[src/rtl/conv_rd_arb.sv]
// rtl/conv_rd_arb.sv - round-robin read-channel arbiter between image and filter requesters
// Serialises two AR streams onto one bus port, tags by ID, caps outstanding bursts, routes R by rid.
module conv_rd_arb #(
  parameter logic [3:0]  ID_IMG   = 4'h1,
  parameter logic [3:0]  ID_FLT   = 4'h2,
  parameter int unsigned MAX_OUTS = 4
) (
  input  logic        clk,
  input  logic        rst_n,
  input  logic        img_arvalid,
  input  logic [27:0] img_araddr,
  input  logic [3:0]  img_arlen,
  input  logic        img_aruserap,
  output logic        img_arready,
  input  logic        flt_arvalid,
  input  logic [27:0] flt_araddr,
  input  logic [3:0]  flt_arlen,
  input  logic        flt_aruserap,
  output logic        flt_arready,
  output logic        img_rvalid,
  output logic        img_rlast,
  output logic [31:0] img_rdata,
  output logic        flt_rvalid,
  output logic        flt_rlast,
  output logic [31:0] flt_rdata,
  input  logic        BusArb_arready,
  input  logic        BusArb_rvalid,
  input  logic        BusArb_rlast,
  input  logic [3:0]  BusArb_rid,
  input  logic [31:0] BusArb_rdata,
  output logic        ArbBus_arvalid,
  output logic [3:0]  ArbBus_arusrid,
  output logic [3:0]  ArbBus_arlen,
  output logic        ArbBus_aruserap,
  output logic [27:0] ArbBus_araddr,
  output logic        rid_err,
  output logic        busy
);

  typedef enum logic {IDLE, ISSUE} state_t;

  localparam logic [2:0] CAP = 3'(MAX_OUTS);

  state_t     state;
  logic       last_flt;
  logic       issue_flt;
  logic [2:0] outs_img;
  logic [2:0] outs_flt;

  logic img_elig, flt_elig;
  logic grant_img, grant_flt;
  logic handshake;
  logic hit_img, hit_flt, hit_bad;
  logic end_img, end_flt;
  logic inc_img, inc_flt, dec_img, dec_flt;
  logic underflow;

  assign img_elig  = img_arvalid && (outs_img < CAP);
  assign flt_elig  = flt_arvalid && (outs_flt < CAP);
  // On a tie the requester that did not win last time goes first.
  assign grant_img = (state == IDLE) && img_elig && (!flt_elig || last_flt);
  assign grant_flt = (state == IDLE) && flt_elig && !grant_img;

  assign img_arready = grant_img;
  assign flt_arready = grant_flt;

  assign handshake = (state == ISSUE) && BusArb_arready;

  assign hit_img = BusArb_rvalid && (BusArb_rid == ID_IMG);
  assign hit_flt = BusArb_rvalid && (BusArb_rid == ID_FLT);
  assign hit_bad = BusArb_rvalid && !hit_img && !hit_flt;
  assign end_img = hit_img && BusArb_rlast;
  assign end_flt = hit_flt && BusArb_rlast;

  assign inc_img   = handshake && !issue_flt;
  assign inc_flt   = handshake && issue_flt;
  assign dec_img   = end_img && (outs_img != 3'd0);
  assign dec_flt   = end_flt && (outs_flt != 3'd0);
  assign underflow = (end_img && (outs_img == 3'd0)) || (end_flt && (outs_flt == 3'd0));

  assign busy = (state == ISSUE) || (outs_img != 3'd0) || (outs_flt != 3'd0);

  always_ff @(posedge clk or negedge rst_n) begin
    if (!rst_n) begin
      state           <= IDLE;
      last_flt        <= 1'b1;
      issue_flt       <= 1'b0;
      ArbBus_arvalid  <= 1'b0;
      ArbBus_arusrid  <= 4'h0;
      ArbBus_arlen    <= 4'h0;
      ArbBus_aruserap <= 1'b0;
      ArbBus_araddr   <= 28'h0;
    end else begin
      case (state)
        IDLE: begin
          if (grant_img || grant_flt) begin
            state           <= ISSUE;
            last_flt        <= grant_flt;
            issue_flt       <= grant_flt;
            ArbBus_arvalid  <= 1'b1;
            ArbBus_arusrid  <= grant_flt ? ID_FLT : ID_IMG;
            ArbBus_arlen    <= grant_flt ? flt_arlen : img_arlen;
            ArbBus_aruserap <= grant_flt ? flt_aruserap : img_aruserap;
            ArbBus_araddr   <= grant_flt ? flt_araddr : img_araddr;
          end
        end
        ISSUE: begin
          if (BusArb_arready) begin
            state          <= IDLE;
            ArbBus_arvalid <= 1'b0;
          end
        end
        default: state <= IDLE;
      endcase
    end
  end

  // A same-cycle increment and decrement cancel out; a decrement at zero is ignored.
  always_ff @(posedge clk or negedge rst_n) begin
    if (!rst_n) begin
      outs_img <= 3'd0;
      outs_flt <= 3'd0;
    end else begin
      case ({inc_img, dec_img})
        2'b10:   outs_img <= outs_img + 3'd1;
        2'b01:   outs_img <= outs_img - 3'd1;
        default: outs_img <= outs_img;
      endcase
      case ({inc_flt, dec_flt})
        2'b10:   outs_flt <= outs_flt + 3'd1;
        2'b01:   outs_flt <= outs_flt - 3'd1;
        default: outs_flt <= outs_flt;
      endcase
    end
  end

  always_ff @(posedge clk or negedge rst_n) begin
    if (!rst_n) begin
      img_rvalid <= 1'b0;
      img_rlast  <= 1'b0;
      img_rdata  <= 32'h0;
      flt_rvalid <= 1'b0;
      flt_rlast  <= 1'b0;
      flt_rdata  <= 32'h0;
      rid_err    <= 1'b0;
    end else begin
      img_rvalid <= hit_img;
      img_rlast  <= end_img;
      flt_rvalid <= hit_flt;
      flt_rlast  <= end_flt;
      if (hit_img) img_rdata <= BusArb_rdata;
      if (hit_flt) flt_rdata <= BusArb_rdata;
      if (hit_bad || underflow) rid_err <= 1'b1;
    end
  end

endmodule

[config.mk]
export PLATFORM = sky130hd
export DESIGN_NAME = conv_rd_arb
export DESIGN_NICKNAME = d
export VERILOG_FILES = /design/src/rtl/conv_rd_arb.sv
export SDC_FILE = /design/constraint.sdc
export NUM_CORES = 1
export LEC_CHECK = 0
export CORE_MARGIN = 1.5
export CORE_UTILIZATION = 45
export CTS_CLUSTER_SIZE = 14
export DETAILED_ROUTE_END_ITERATION = 10
export GPL_ROUTABILITY_DRIVEN = 0
export PLACE_DENSITY_LB_ADDON = 0.15
export SLEW_MARGIN = 40
export SYNTH_ARGS = -nofsm -noshare
export SYNTH_HDL_FRONTEND = slang
export SYNTH_SLANG_ARGS = --single-unit
[constraint.sdc]
create_clock -name clk -period 5.8 [get_ports clk]
set_clock_uncertainty 0.1 [all_clocks]
set_input_delay 0.87 -clock clk [delete_from_list [all_inputs] [get_ports clk]]
set_output_delay 0.87 -clock clk [all_outputs]
set_load 0.005 [all_outputs]
; ---- After elaboration in Yosys (flattened, before gate mapping)
; Index checks and enable logic that the tools add are counted.
; W data, S select, Z words.
[word_totals]
ff_bits = 116
in_bits = 109
output_inout_bits = 110
wordCells = 82
[op_classes]
n_addsub = 4
magnitude_cmp = 2
eq_ne = 8
n_mux = 12
n_bitwise = 1
n_reduce_logical = 38
[ops]
columns = operator, count
row1 = $mux W28, 1
row2 = $logic_and A1 B1 Y1, 19
row3 = $pmux W3 S2, 2
row4 = $add A3 B1 Y3 const B, 2
row5 = $logic_not A3 Y1, 2
row6 = $logic_or A1 B1 Y1, 6
row7 = $lt A3 B3 Y1 const B, 2
row8 = $reduce_bool A3 Y1, 2
row9 = $sub A3 B1 Y3 const B, 2
row10 = $logic_not A1 Y1, 5
row11 = $mux W1, 5
row12 = $eq A2 B1 Y1 const B, 2
row13 = $eq A2 B2 Y1 const B, 2
row14 = $eq A4 B1 Y1 const B, 1
row15 = $eq A4 B2 Y1 const B, 1
row16 = $mux W4, 1
row17 = $pmux W1 S2, 2
row18 = $reduce_and A2 Y1, 2
row19 = $reduce_bool A2 Y1, 2
row20 = $mux W2, 1
row21 = $ne A2 B1 Y1 const B, 1
row22 = $ne A2 B2 Y1 const B, 1
row23 = $not A1 Y1, 1

; ---- Depth between registers and ports, before layout
; Gate-level depths: netlist of run 1.
[logic_depth]
depth_word = 10
ltp_mapped = 11

; ---- Worst setup path before layout of run 1
; No wires, ideal clock.
[synth_path]
kind = input to register
startpoint = in BusArb_rid[3]
endpoint = reg outs_flt[2]
setup_time_ns = 0.079
arrival_time_ns = 2.641
required_ns = 5.621
slack_ns = 2.980
stages = 11
path_cell_list = nor2_1 -> nand3_2 -> buf_6 -> nor2_1 -> and2_1 -> ha_1 -> inv_1 -> fa_1 -> xor2_1 -> nor2_1 -> xor2_1
[synth_between]
elab_chain_cells = 6
word_cells_on_any_way = 8
[synth_rtl]
columns = element, line_no
row1 = start: declaration, 29  ; input logic [3:0] BusArb_rid,
row2 = $eq A4 B2 Y1 (*), 70  ; assign hit_flt = BusArb_rvalid && (BusArb_rid == ID_FLT);
row3 = $logic_and A1 B1 Y1 (*), 70
row4 = $logic_and A1 B1 Y1 (*), 73  ; assign end_flt = hit_flt && BusArb_rlast;
row5 = net end_flt, 54  ; logic end_img, end_flt;
row6 = $logic_and A1 B1 Y1 (*), 78  ; assign dec_flt = end_flt && (outs_flt != 3'd0);
row7 = $eq A2 B1 Y1 or $eq A2 B2 Y1 (tied branches), 129  ; case ({inc_flt, dec_flt})
row8 = $pmux W3 S2 or $reduce_bool A2 Y1 (tied branches), -
row9 = end signal: assignment, 130  ; 2'b10: outs_flt <= outs_flt + 3'd1;
row10 = end signal: assignment, 131  ; 2'b01: outs_flt <= outs_flt - 3'd1;
row11 = end signal: assignment, 132  ; default: outs_flt <= outs_flt;
row12 = end: declaration, 48  ; logic [2:0] outs_flt;
; Mark *: on every way through the listed nets, which the timed path passes. The rest lies on a longest branch.
; A chain may end at the register's enable or synchronous reset.

; ---- Final worst setup path of run 1
[layout_path]
startpoint = in flt_arvalid
endpoint = out flt_arready
[layout_between]
elab_chain_cells = 6
word_cells_on_any_way = 7
[layout_rtl]
columns = element, line_no
row1 = start: declaration, 15  ; input logic flt_arvalid,
row2 = $logic_and A1 B1 Y1 (*), 59  ; assign flt_elig = flt_arvalid && (outs_flt < CAP);
row3 = $logic_not A1 Y1, 61  ; assign grant_img = (state == IDLE) && img_elig && (!flt_elig || last_flt);
row4 = $logic_or A1 B1 Y1, 61
row5 = $logic_and A1 B1 Y1, 61
row6 = $logic_not A1 Y1, 62  ; assign grant_flt = (state == IDLE) && flt_elig && !grant_img;
row7 = $logic_and A1 B1 Y1 (*), 62
row8 = end: declaration, 19  ; output logic flt_arready,
; Mark *: on every way between the ends. The rest lies on a longest branch, timed or not.

==> flow_summary.toml, run 1 <==
[logic_synthesis]
seq_area_frac_synth_pct = 59.80
synth_top_flop_cell = "dfrtp_1"
synth_top_area_share_pct = 59.24
synthCells = 322
yosys.cell_count.top_type = "dfrtp_1"
synth_area_leaders = "dfrtp_1 (59%), mux2_2 (15%), a221o_2 (6.9%)"
yosys_warnings = 0
netlist_area_um2 = 4731
ys_top_cells_by_count = "dfrtp_1 (112), mux2_2 (64), and2_1 (35)"
yosysTopAreaCell = "dfrtp_1"
synth_area_per_cell_um2 = 14.69
ys_types = 35
synthArstFlopShare_pct = 100.0
synth_seq_cells = 113
synth_edf_count = 0

[floorplanning]
rows = 37
die_area_um2 = 11140
die-height_um = 105.5
core_area_um2 = 10280
initial_utilization_pct = 46.03
die_x_um = 105.5
ios = 219

[power_and_ir_drop]
combPwrFrac_pct = 34.5
power.density_nw_per_um2 = 437.9
swShare_pct = 27.52
ir_drop_v = 0.0002532
p_int_w = 0.002365
p_leak_nw = 3.234
p_sw_w = 0.0008978
p_seq_share_pct = 36.8
fin_total_pwr_w = 0.003263
clockPowerShare_pct = 28.7

[critical_path]
reg2reg_depth = 8
crit_start = "flt_arvalid"
path_max_fanout = 4
critical_path_class = "in -> out"
reg2reg_to = "outs_flt[2]"
crit_path_start_kind = "input port"
ff2ff_setup_slack_ns = 3.69
end_kind = "output pin"
crit_path_end = "flt_arready"
r2r-start = "outs_flt[2]"
worstPathRequired_ns = 4.83
cp.arrival_ns = 2.29

[layout]
syn2layout_area_growth_pct = 57.50
fin_cells = 692
fin_nets = 657
fillers = 735
drive_gt1_share_pct = 24.64
fin_area_um2 = 7451
antenna_cells = 0

[clocking]
tritoncts = "built"
post_cts_buffers = 0
cts_hold_buf = 0
htreeDepth = 4
postCtsResizedCells = 0
worstSkewPairLatency_ns = 0.50
clk_pin_slew_ns = 0.05
root_buffer = "clkbuf_8"
clockBufferDepth = 2
cts_sinks = 113
cts_buffers = 17

[sta]
rsz0062_at_grt = "no"
max_freq_mhz = 306.6
drv_slew = 0
fin_ws_ns = 2.539
tightestPinTransition_ns = 0.6506
setup_viol_count_final = 0
hold_viol_final = 0
fin_crit_sh_pct = 56.23
post-route-min-period_ns = 3.261
max-slew-margin-rel_pct = 56.56
finalSetupTns_ns = 0

[drt]
routed_wl_um = 12430
drc = 0
via_count = 3473
dr.pass1.iters = 4
final_antenna_net_count = 0
wl_per_cell_um = 17.96
drtIter0Drc = 186
vias_per_cell = 5.019

[placement]
placed_area_um2 = 6910
io_buffers = 216
place_hpwl_um = 8654
dp_slack_ns = 2.314
place_inst = 661

[grt]
grt_use_total_pct = 22.85
grt_pass1_wl_um = 19350
antenna_found_initial = 0
grt-ovfl-total = 0
grt_pass1_vias = 3559
grt_max_degree = 67

[hold_path]
hold_class = "in -> async"

[status]
status = "completed"

[flow_run]
drv_cap = 0
-- area by class of cell --
| type | count | area (um2) | share of cell area (%) |
|---|---|---|---|
| Clock buffer | 21 | 449.2 | 6.029 |
| Clock inverter | 10 | 87.58 | 1.175 |
| Inverter | 12 | 45.04 | 0.6045 |
| Multi-Input combinational cell | 179 | 1669 | 22.40 |
| Sequential cell | 113 | 2829 | 37.97 |
| Tap cell | 136 | 170.2 | 2.284 |
| Timing Repair Buffer | 221 | 2201 | 29.54 |
-- state kept, by name, summed over array words and instances, names as in the netlist, 3 cells and up --
register       count
ArbBus_arlen       4
outs_img           3
flt_rdata         32
ArbBus_araddr     28
outs_flt           3
img_rdata         32
-- critical path, cell delays in order --
cell,delay (ns)
clkdlybuf4s50_1,0.51
nand2b_4,0.09
a311oi_4,0.25
clkdlybuf4s50_1,0.57
-- layer usage --
layer	wire length (um)	track usage, %	vias to the layer above
li1	-	-	1594
met1	5062	28.49	1720
met3	981	8.225	14
met2	6197	36.69	145
met4	187	8.398	0
met5	0	0	-
-- kinds of logic (layout without fill, tap and decap cells) --
logic type / after synthesis / count (layout) / synth area share, %
mux: 66 / 66 / 15.66
buf+inv: 31 / 264 / 4.999
simple gates: 61 / 61 / 7.855
xor+xnor: 6 / 6 / 1.111
fa+ha+maj: 4 / 4 / 1.375
other cells: 1 / 2 / 0.07927
compound gates: 40 / 40 / 9.125
flops: 113 / 113 / 59.80
-- power groups by stage --
stage / registers (W) / logic (W) / clock network [W]
global placement: 0.00120 / 0.00110 / 0
CTS: 0.00120 / 0.00114 / 0.000957
finish: 0.00120 / 0.00113 / 0.000936
global route: 0.00123 / 0.00121 / 0.000995
detailed placement: 0.00121 / 0.00112 / 0
floorplan: 0.00120 / 0.000490 / 0
-- stage by stage --
stage	hold WS [ns]	util, %
floorplan	0.3465	-
global placement	0.3608	67.24
detailed placement	0.3697	67.24
CTS	0.2752	72.46
global route	0.3127	72.50
finish	0.2784	72.50
-- worst min-delay path by stage --
stage | start | endpoint | slack, ns
2_1_floorplan | outs_img[0] | outs_img[0] | 0.35
3_3_place_gp | ArbBus_arusrid[0] | ArbBus_arusrid[0] | 0.36
3_5_place_dp | ArbBus_arvalid | ArbBus_arvalid | 0.37
4_1_cts | rst_n | flt_rdata[16] | 0.28
5_1_grt | rst_n | flt_rdata[16] | 0.31
6_report | rst_n | flt_rdata[16] | 0.28
-- layout by cell type (no fill, tap or decap), types with 3 or more instances in the layout --
master	synthesis	layout
clkdlybuf4s50_1	0	215
dfrtp_1	112	112
mux2_2	64	64
and2_1	35	35
a221o_2	29	29
clkbuf_16	0	16
inv_1	11	11
nor2_1	10	10
a221o_1	5	5
clkinv_2	0	5
buf_4	3	5
nand2_1	3	3
xnor2_1	3	3
xor2_1	3	3
clkbuf_8	3	3
Power figures use the tool's default switching activity.
==> run 2: changes to the inputs <==
- CORE_UTILIZATION: 45 -> 41
- clock period: 5.8 -> 3.4 ns (I/O delays scaled with it)
==> run 2 against run 1 <==
  * Combinational power grew 66%
  * Global-route usage decreased by 3.0 points
  * Design area rose by 2.0%
  * Critical path depth fell by 1
  * Sequential power up 71%
  * Clock power rose by 110%
  * First-iteration DRC count decreased by 17%
  * Core utilization fell by 5.3 points
  * Critical path type is now reg -> out
  * Critical endpoint is now busy
==> flow_summary.toml, run 2 (synthesized netlist as in run 1, its figures left out) <==
[status]
status = "completed"

[grt]
grt-ovfl-total = 0
grt_max_degree = 61
grt_pass1_wl_um = 19530
antenna_found_initial = 0
grt_pass1_vias = 3788
grt_use_total_pct = 19.88

[layout]
final_common_cell = "clkdlybuf4s50_1"
drive_gt1_share_pct = 25.00
reg.largest.list = "flt_rdata (32), img_rdata (32), ArbBus_araddr (28)"
antenna_cells = 0
layout_common_cells = "clkdlybuf4s50_1 (215), dfrtp_1 (112), mux2_2 (64)"
fin_cells = 703
syn2layout_area_growth_pct = 60.70
fin_nets = 660

[critical_path]
worstPathRequired_ns = 2.79
crit_path_start_kind = "flop"
end_kind = "output pin"
ff2ff_setup_slack_ns = 1.37
r2r-start = "outs_flt[2]"
reg2reg_to = "outs_flt[2]"
cp.arrival_ns = 2.02
critical_path_class = "reg -> out"
path_max_fanout = 3
reg2reg_depth = 8

[clocking]
clk_pin_slew_ns = 0.05
clockBufferDepth = 2
root_buffer = "clkbuf_16"
cts_sinks = 113
htreeDepth = 4
cts_buffers = 17
worstSkewPairLatency_ns = 0.39
tritoncts = "built"
postCtsResizedCells = 0

[placement]
place_inst = 670
place_hpwl_um = 8464
io_buffers = 216

[sta]
finalSetupTns_ns = 0
post-route-min-period_ns = 2.632
hold_viol_final = 0
drv_slew = 0
fin_crit_sh_pct = 77.42
max_freq_mhz = 379.9
rsz0062_at_grt = "no"
tightestPinTransition_ns = 0.6491
setup_viol_count_final = 0
max-slew-margin-rel_pct = 56.66

[hold_path]
holdPathStages = 1
min_from = "outs_img[0]"
hold_class = "reg -> reg"
hold_end = "outs_img[0]"

[floorplanning]
rows = 39
die-height_um = 110.4
die_area_um2 = 12190
initial_utilization_pct = 41.79
ios = 219
die_x_um = 110.4
core_area_um2 = 11320

[drt]
dr.pass1.iters = 4
final_antenna_net_count = 0
vias_per_cell = 4.912
routed_wl_um = 11770
drc = 0
via_count = 3453
wl_per_cell_um = 16.74
drtIter0Drc = 155

[flow_run]
drv_cap = 0

[power_and_ir_drop]
ir_drop_v = 0.0003478
p_leak_nw = 3.301
power.density_nw_per_um2 = 771.4
[run 2: final cells by class]
cell class | instances | area (um2)
clock buffers | 22 | 474.2
clock inverters | 10 | 180.2
fillers | 842 | 3719
inverters | 12 | 45.04
multi-input cells | 179 | 1669
flip-flops and latches | 113 | 2829
well taps | 143 | 178.9
repair buffers | 224 | 2226
[run 2: how the worst max path moves through the flow]
stage	slack [ns]	endpoint	startpoint	cells after the start
floorplan	0.94	outs_flt[2]	BusArb_rid[3]	11
global placement	0.67	outs_img[2]	BusArb_rid[0]	11
detailed placement	0.60	outs_img[2]	BusArb_rid[0]	11
CTS	0.73	busy	outs_flt[2]	3
global route	0.65	busy	outs_flt[2]	3
finish	0.77	busy	outs_flt[2]	3
[run 2: what timing repair did]
action                    CTS  global route
hold endpoints to repair    0             4
setup buffers               0             0
hold buffers                0             1
[run 2: layer usage]
layer / vias up / share of wire [%] / global-route usage [%]
li1: 1598 / - / -
met1: 1702 / 42 / 24.76
met2: 147 / 48 / 31.89
met3: 6 / 9.5 / 8.342
met4: 0 / 0.71 / 5.470
met5: - / 0 / 0
[run 2: critical path: stages, from the launching register on]
cell and delay [ns]:
dfrtp_1 0.40, or3_1 0.43, or3_1 0.32, clkdlybuf4s50_1 0.48
[run 2: metrics by stage]
step	worst slack [ns]	total power, W	utilization, %	hold WS [ns]	cell area [um2]
3_5_place_dp	0.5992	0.003971	61.25	0.3668	6934
5_1_grt	0.6497	0.006179	67.15	0.4171	7602
3_3_place_gp	0.6744	0.003921	61.25	0.3614	6934
4_1_cts	0.7330	0.005942	67.03	0.09152	7589
6_report	0.7679	0.005865	67.15	0.3713	7602
2_1_floorplan	0.9397	0.002889	-	0.1144	4735
[run 2: report_power, final]
part | internal (W) | switching, W | total (W)
clock | 0.00135 | 0.000578 | 0.00193
sequential | 0.00179 | 0.000260 | 0.00205
combinational | 0.00125 | 0.000637 | 0.00188
total | 0.00439 | 0.00147 | 0.00586
==> run 3: changes to the inputs <==
- CORE_UTILIZATION: 41 -> 37
- clock period: 3.4 -> 2.2 ns (I/O delays scaled with it)
==> run 3 against run 2 <==
  * Core utilization is 5.8 points lower
  * Sequential share of layout area is 0.52 points lower
  * First-iteration DRC count is 32% lower
  * Non-clock buffer count is 6 higher
  * Global-route usage is 1.5 points lower
  * Power is 54% higher
  * Routed wire length is 4.3% higher
  * Clock-buffer cell count stayed put
  * Die area is 11% higher
  * Critical path type is now in -> reg
  * Largest cell class unchanged
  * Highest routed layer unchanged
==> flow_summary.toml, run 3 (synthesized netlist as in run 1, its figures left out) <==
[grt]
antenna_found_initial = 0
grt_max_degree = 44
grt_pass1_wl_um = 18240
grt_use_total_pct = 18.42
grt-ovfl-total = 0
grt_pass1_vias = 3577

[drt]
via_count = 3527
dr.pass1.iters = 4
final_antenna_net_count = 0
routed_wl_um = 12280
wl_per_cell_um = 16.64
drc = 0
drtIter0Drc = 105
vias_per_cell = 4.779

[layout]
fillers = 1005
multiInputGateArea_um2 = 1707
drive_gt1_share_pct = 27.56
fin_nets = 666
layout_common_cells = "clkdlybuf4s50_1 (211), dfrtp_1 (112), mux2_2 (64)"
antenna_cells = 0
syn2layout_area_growth_pct = 62.97
ff_latch_area_um2 = 2829
utilization_pct = 61.34
fin_cells = 738
reg.largest.list = "flt_rdata (32), img_rdata (32), ArbBus_araddr (28)"
final_common_cell = "clkdlybuf4s50_1"

[sta]
fin_crit_sh_pct = 96.88
max_freq_mhz = 469.2
setup_viol_count_final = 0
rsz0062_at_grt = "yes"
drv_slew = 0
post-route-min-period_ns = 2.131
tightestPinTransition_ns = 0.6583
finalSetupTns_ns = 0
hold_viol_final = 0
max-slew-margin-rel_pct = 56.05

[critical_path]
critPathMaxStageDelay_ns = 0.46
critical_path_class = "in -> reg"
r2r-start = "outs_flt[2]"
path_cells = "clkdlybuf4s50_1, nor2b_4, nand3_2, nor2_4, and2_4, ha_2, inv_1, fa_1, xor2_1, nor2_1, xor2_1"
end_kind = "flop"
cp_common_cell = "xor2_1"
reg2reg_to = "outs_flt[2]"
cp.arrival_ns = 2.36
reg2reg_depth = 8
worstPathRequired_ns = 2.43
crit_path_start_kind = "input port"
path_max_fanout = 2
ff2ff_setup_slack_ns = 0.25
cp_slowest_cell = "clkdlybuf4s50_1"

[floorplanning]
die_x_um = 116.1
core_area_um2 = 12570
rows = 41
initial_utilization_pct = 37.64
die_area_um2 = 13470
die-height_um = 116.1
ios = 219

[power_and_ir_drop]
clockPowerShare_pct = 32.3
combPwrFrac_pct = 32.7
p_leak_nw = 3.354
p_int_w = 0.006718
p_seq_share_pct = 35.0
ir_drop_v = 0.0005932
fin_total_pwr_w = 0.009020
power.density_nw_per_um2 = 1170
swShare_pct = 25.52
p_sw_w = 0.002302

[flow_run]
drv_cap = 0

[hold_path]
holdPathStages = 4
hold_end = "img_rlast"
hold_class = "in -> reg"
min_from = "BusArb_rid[1]"

[placement]
io_buffers = 216
place_hpwl_um = 8799
place_inst = 704

[status]
status = "completed"

[clocking]
clk_pin_slew_ns = 0.05
tritoncts = "built"
worstSkewPairLatency_ns = 0.41
cts_sinks = 113
root_buffer = "clkbuf_16"
clockBufferDepth = 2
htreeDepth = 4
cts_buffers = 17
-- run 3: cell count changes in the layout (fill, tap and decap cells not counted), moves of 2 or more --
cell	previous run	this run
nor2b_1	2	0
nor2_1	10	7
buf_4	7	13
nor2_4	0	2
clkdlybuf4s50_1	215	211
dlygate4sd2_1	0	2
-- run 3: layout make-up --
class / instances / area share, %
Clock buffer: 22 / 6.280
Clock inverter: 10 / 2.012
Inverter: 12 / 0.5842
Multi-Input combinational cell: 179 / 22.14
Sequential cell: 113 / 36.69
Tap cell: 172 / 2.791
Timing Repair Buffer: 230 / 29.50
-- run 3: timing repair --
| action | 4_1_cts | 5_1_grt |
|---|---|---|
| resized for setup | 6 | 10 |
| hold buffers | 1 | 0 |
| setup endpoints to repair | 3 | 3 |
| hold endpoints to repair | 32 | 0 |
| pin swaps | 0 | 3 |
| setup buffers | 0 | 1 |
-- run 3: worst max path at each step --
stage                  startpoint          end  slack, ns  cells past startpoint
CTS                 BusArb_rid[1]  outs_flt[2]      0.001                     11
finish              BusArb_rid[0]  outs_flt[2]       0.07                     11
global route        BusArb_rid[0]  outs_flt[2]      -0.03                     11
floorplan           BusArb_rid[3]  outs_flt[2]    -0.0009                     11
global placement    BusArb_rid[0]  outs_img[2]      -0.34                     11
detailed placement  BusArb_rid[1]  outs_flt[2]      -0.43                     11
-- run 3: power by group through the flow --
stage               registers, W  clock network (W)  logic (W)
finish                   0.00315            0.00291    0.00295
global placement         0.00315                  0    0.00294
detailed placement       0.00319                  0    0.00299
floorplan                0.00317                  0    0.00129
global route             0.00323            0.00307    0.00321
CTS                      0.00316            0.00298    0.00301
-- run 3: through the flow --
| stage | instance area, um2 | hold slack (ns) | setup slack, ns |
|---|---|---|---|
| 3_5_place_dp | 7025 | 0.2291 | -0.4308 |
| 6_report | 7710 | 0.1414 | 0.06873 |
| 4_1_cts | 7679 | 0.3314 | 0.001364 |
| 2_1_floorplan | 4740 | -0.06559 | -0.0009026 |
| 3_3_place_gp | 7025 | 0.2234 | -0.3375 |
| 5_1_grt | 7710 | 0.1476 | -0.03069 |
-- run 3: metal layers --
| layer | GRT usage [%] | up-vias | wire length, um | part of all wire [%] |
|---|---|---|---|---|
| met1 | 19.82 | 1744 | 4745 | 39 |
| met5 | 0 | - | 0 | 0 |
| li1 | - | 1611 | - | - |
| met4 | 7.398 | 0 | 186 | 1.5 |
| met2 | 31.92 | 152 | 6133 | 50 |
| met3 | 7.950 | 20 | 1214 | 9.9 |
-- run 3: worst max-delay path, delay by kind of cell --
kind,cells,cell delay [ns]
xor+xnor,2,0.32
fa+ha+maj,2,0.53
buf+inv,2,0.51
simple gates,5,0.66
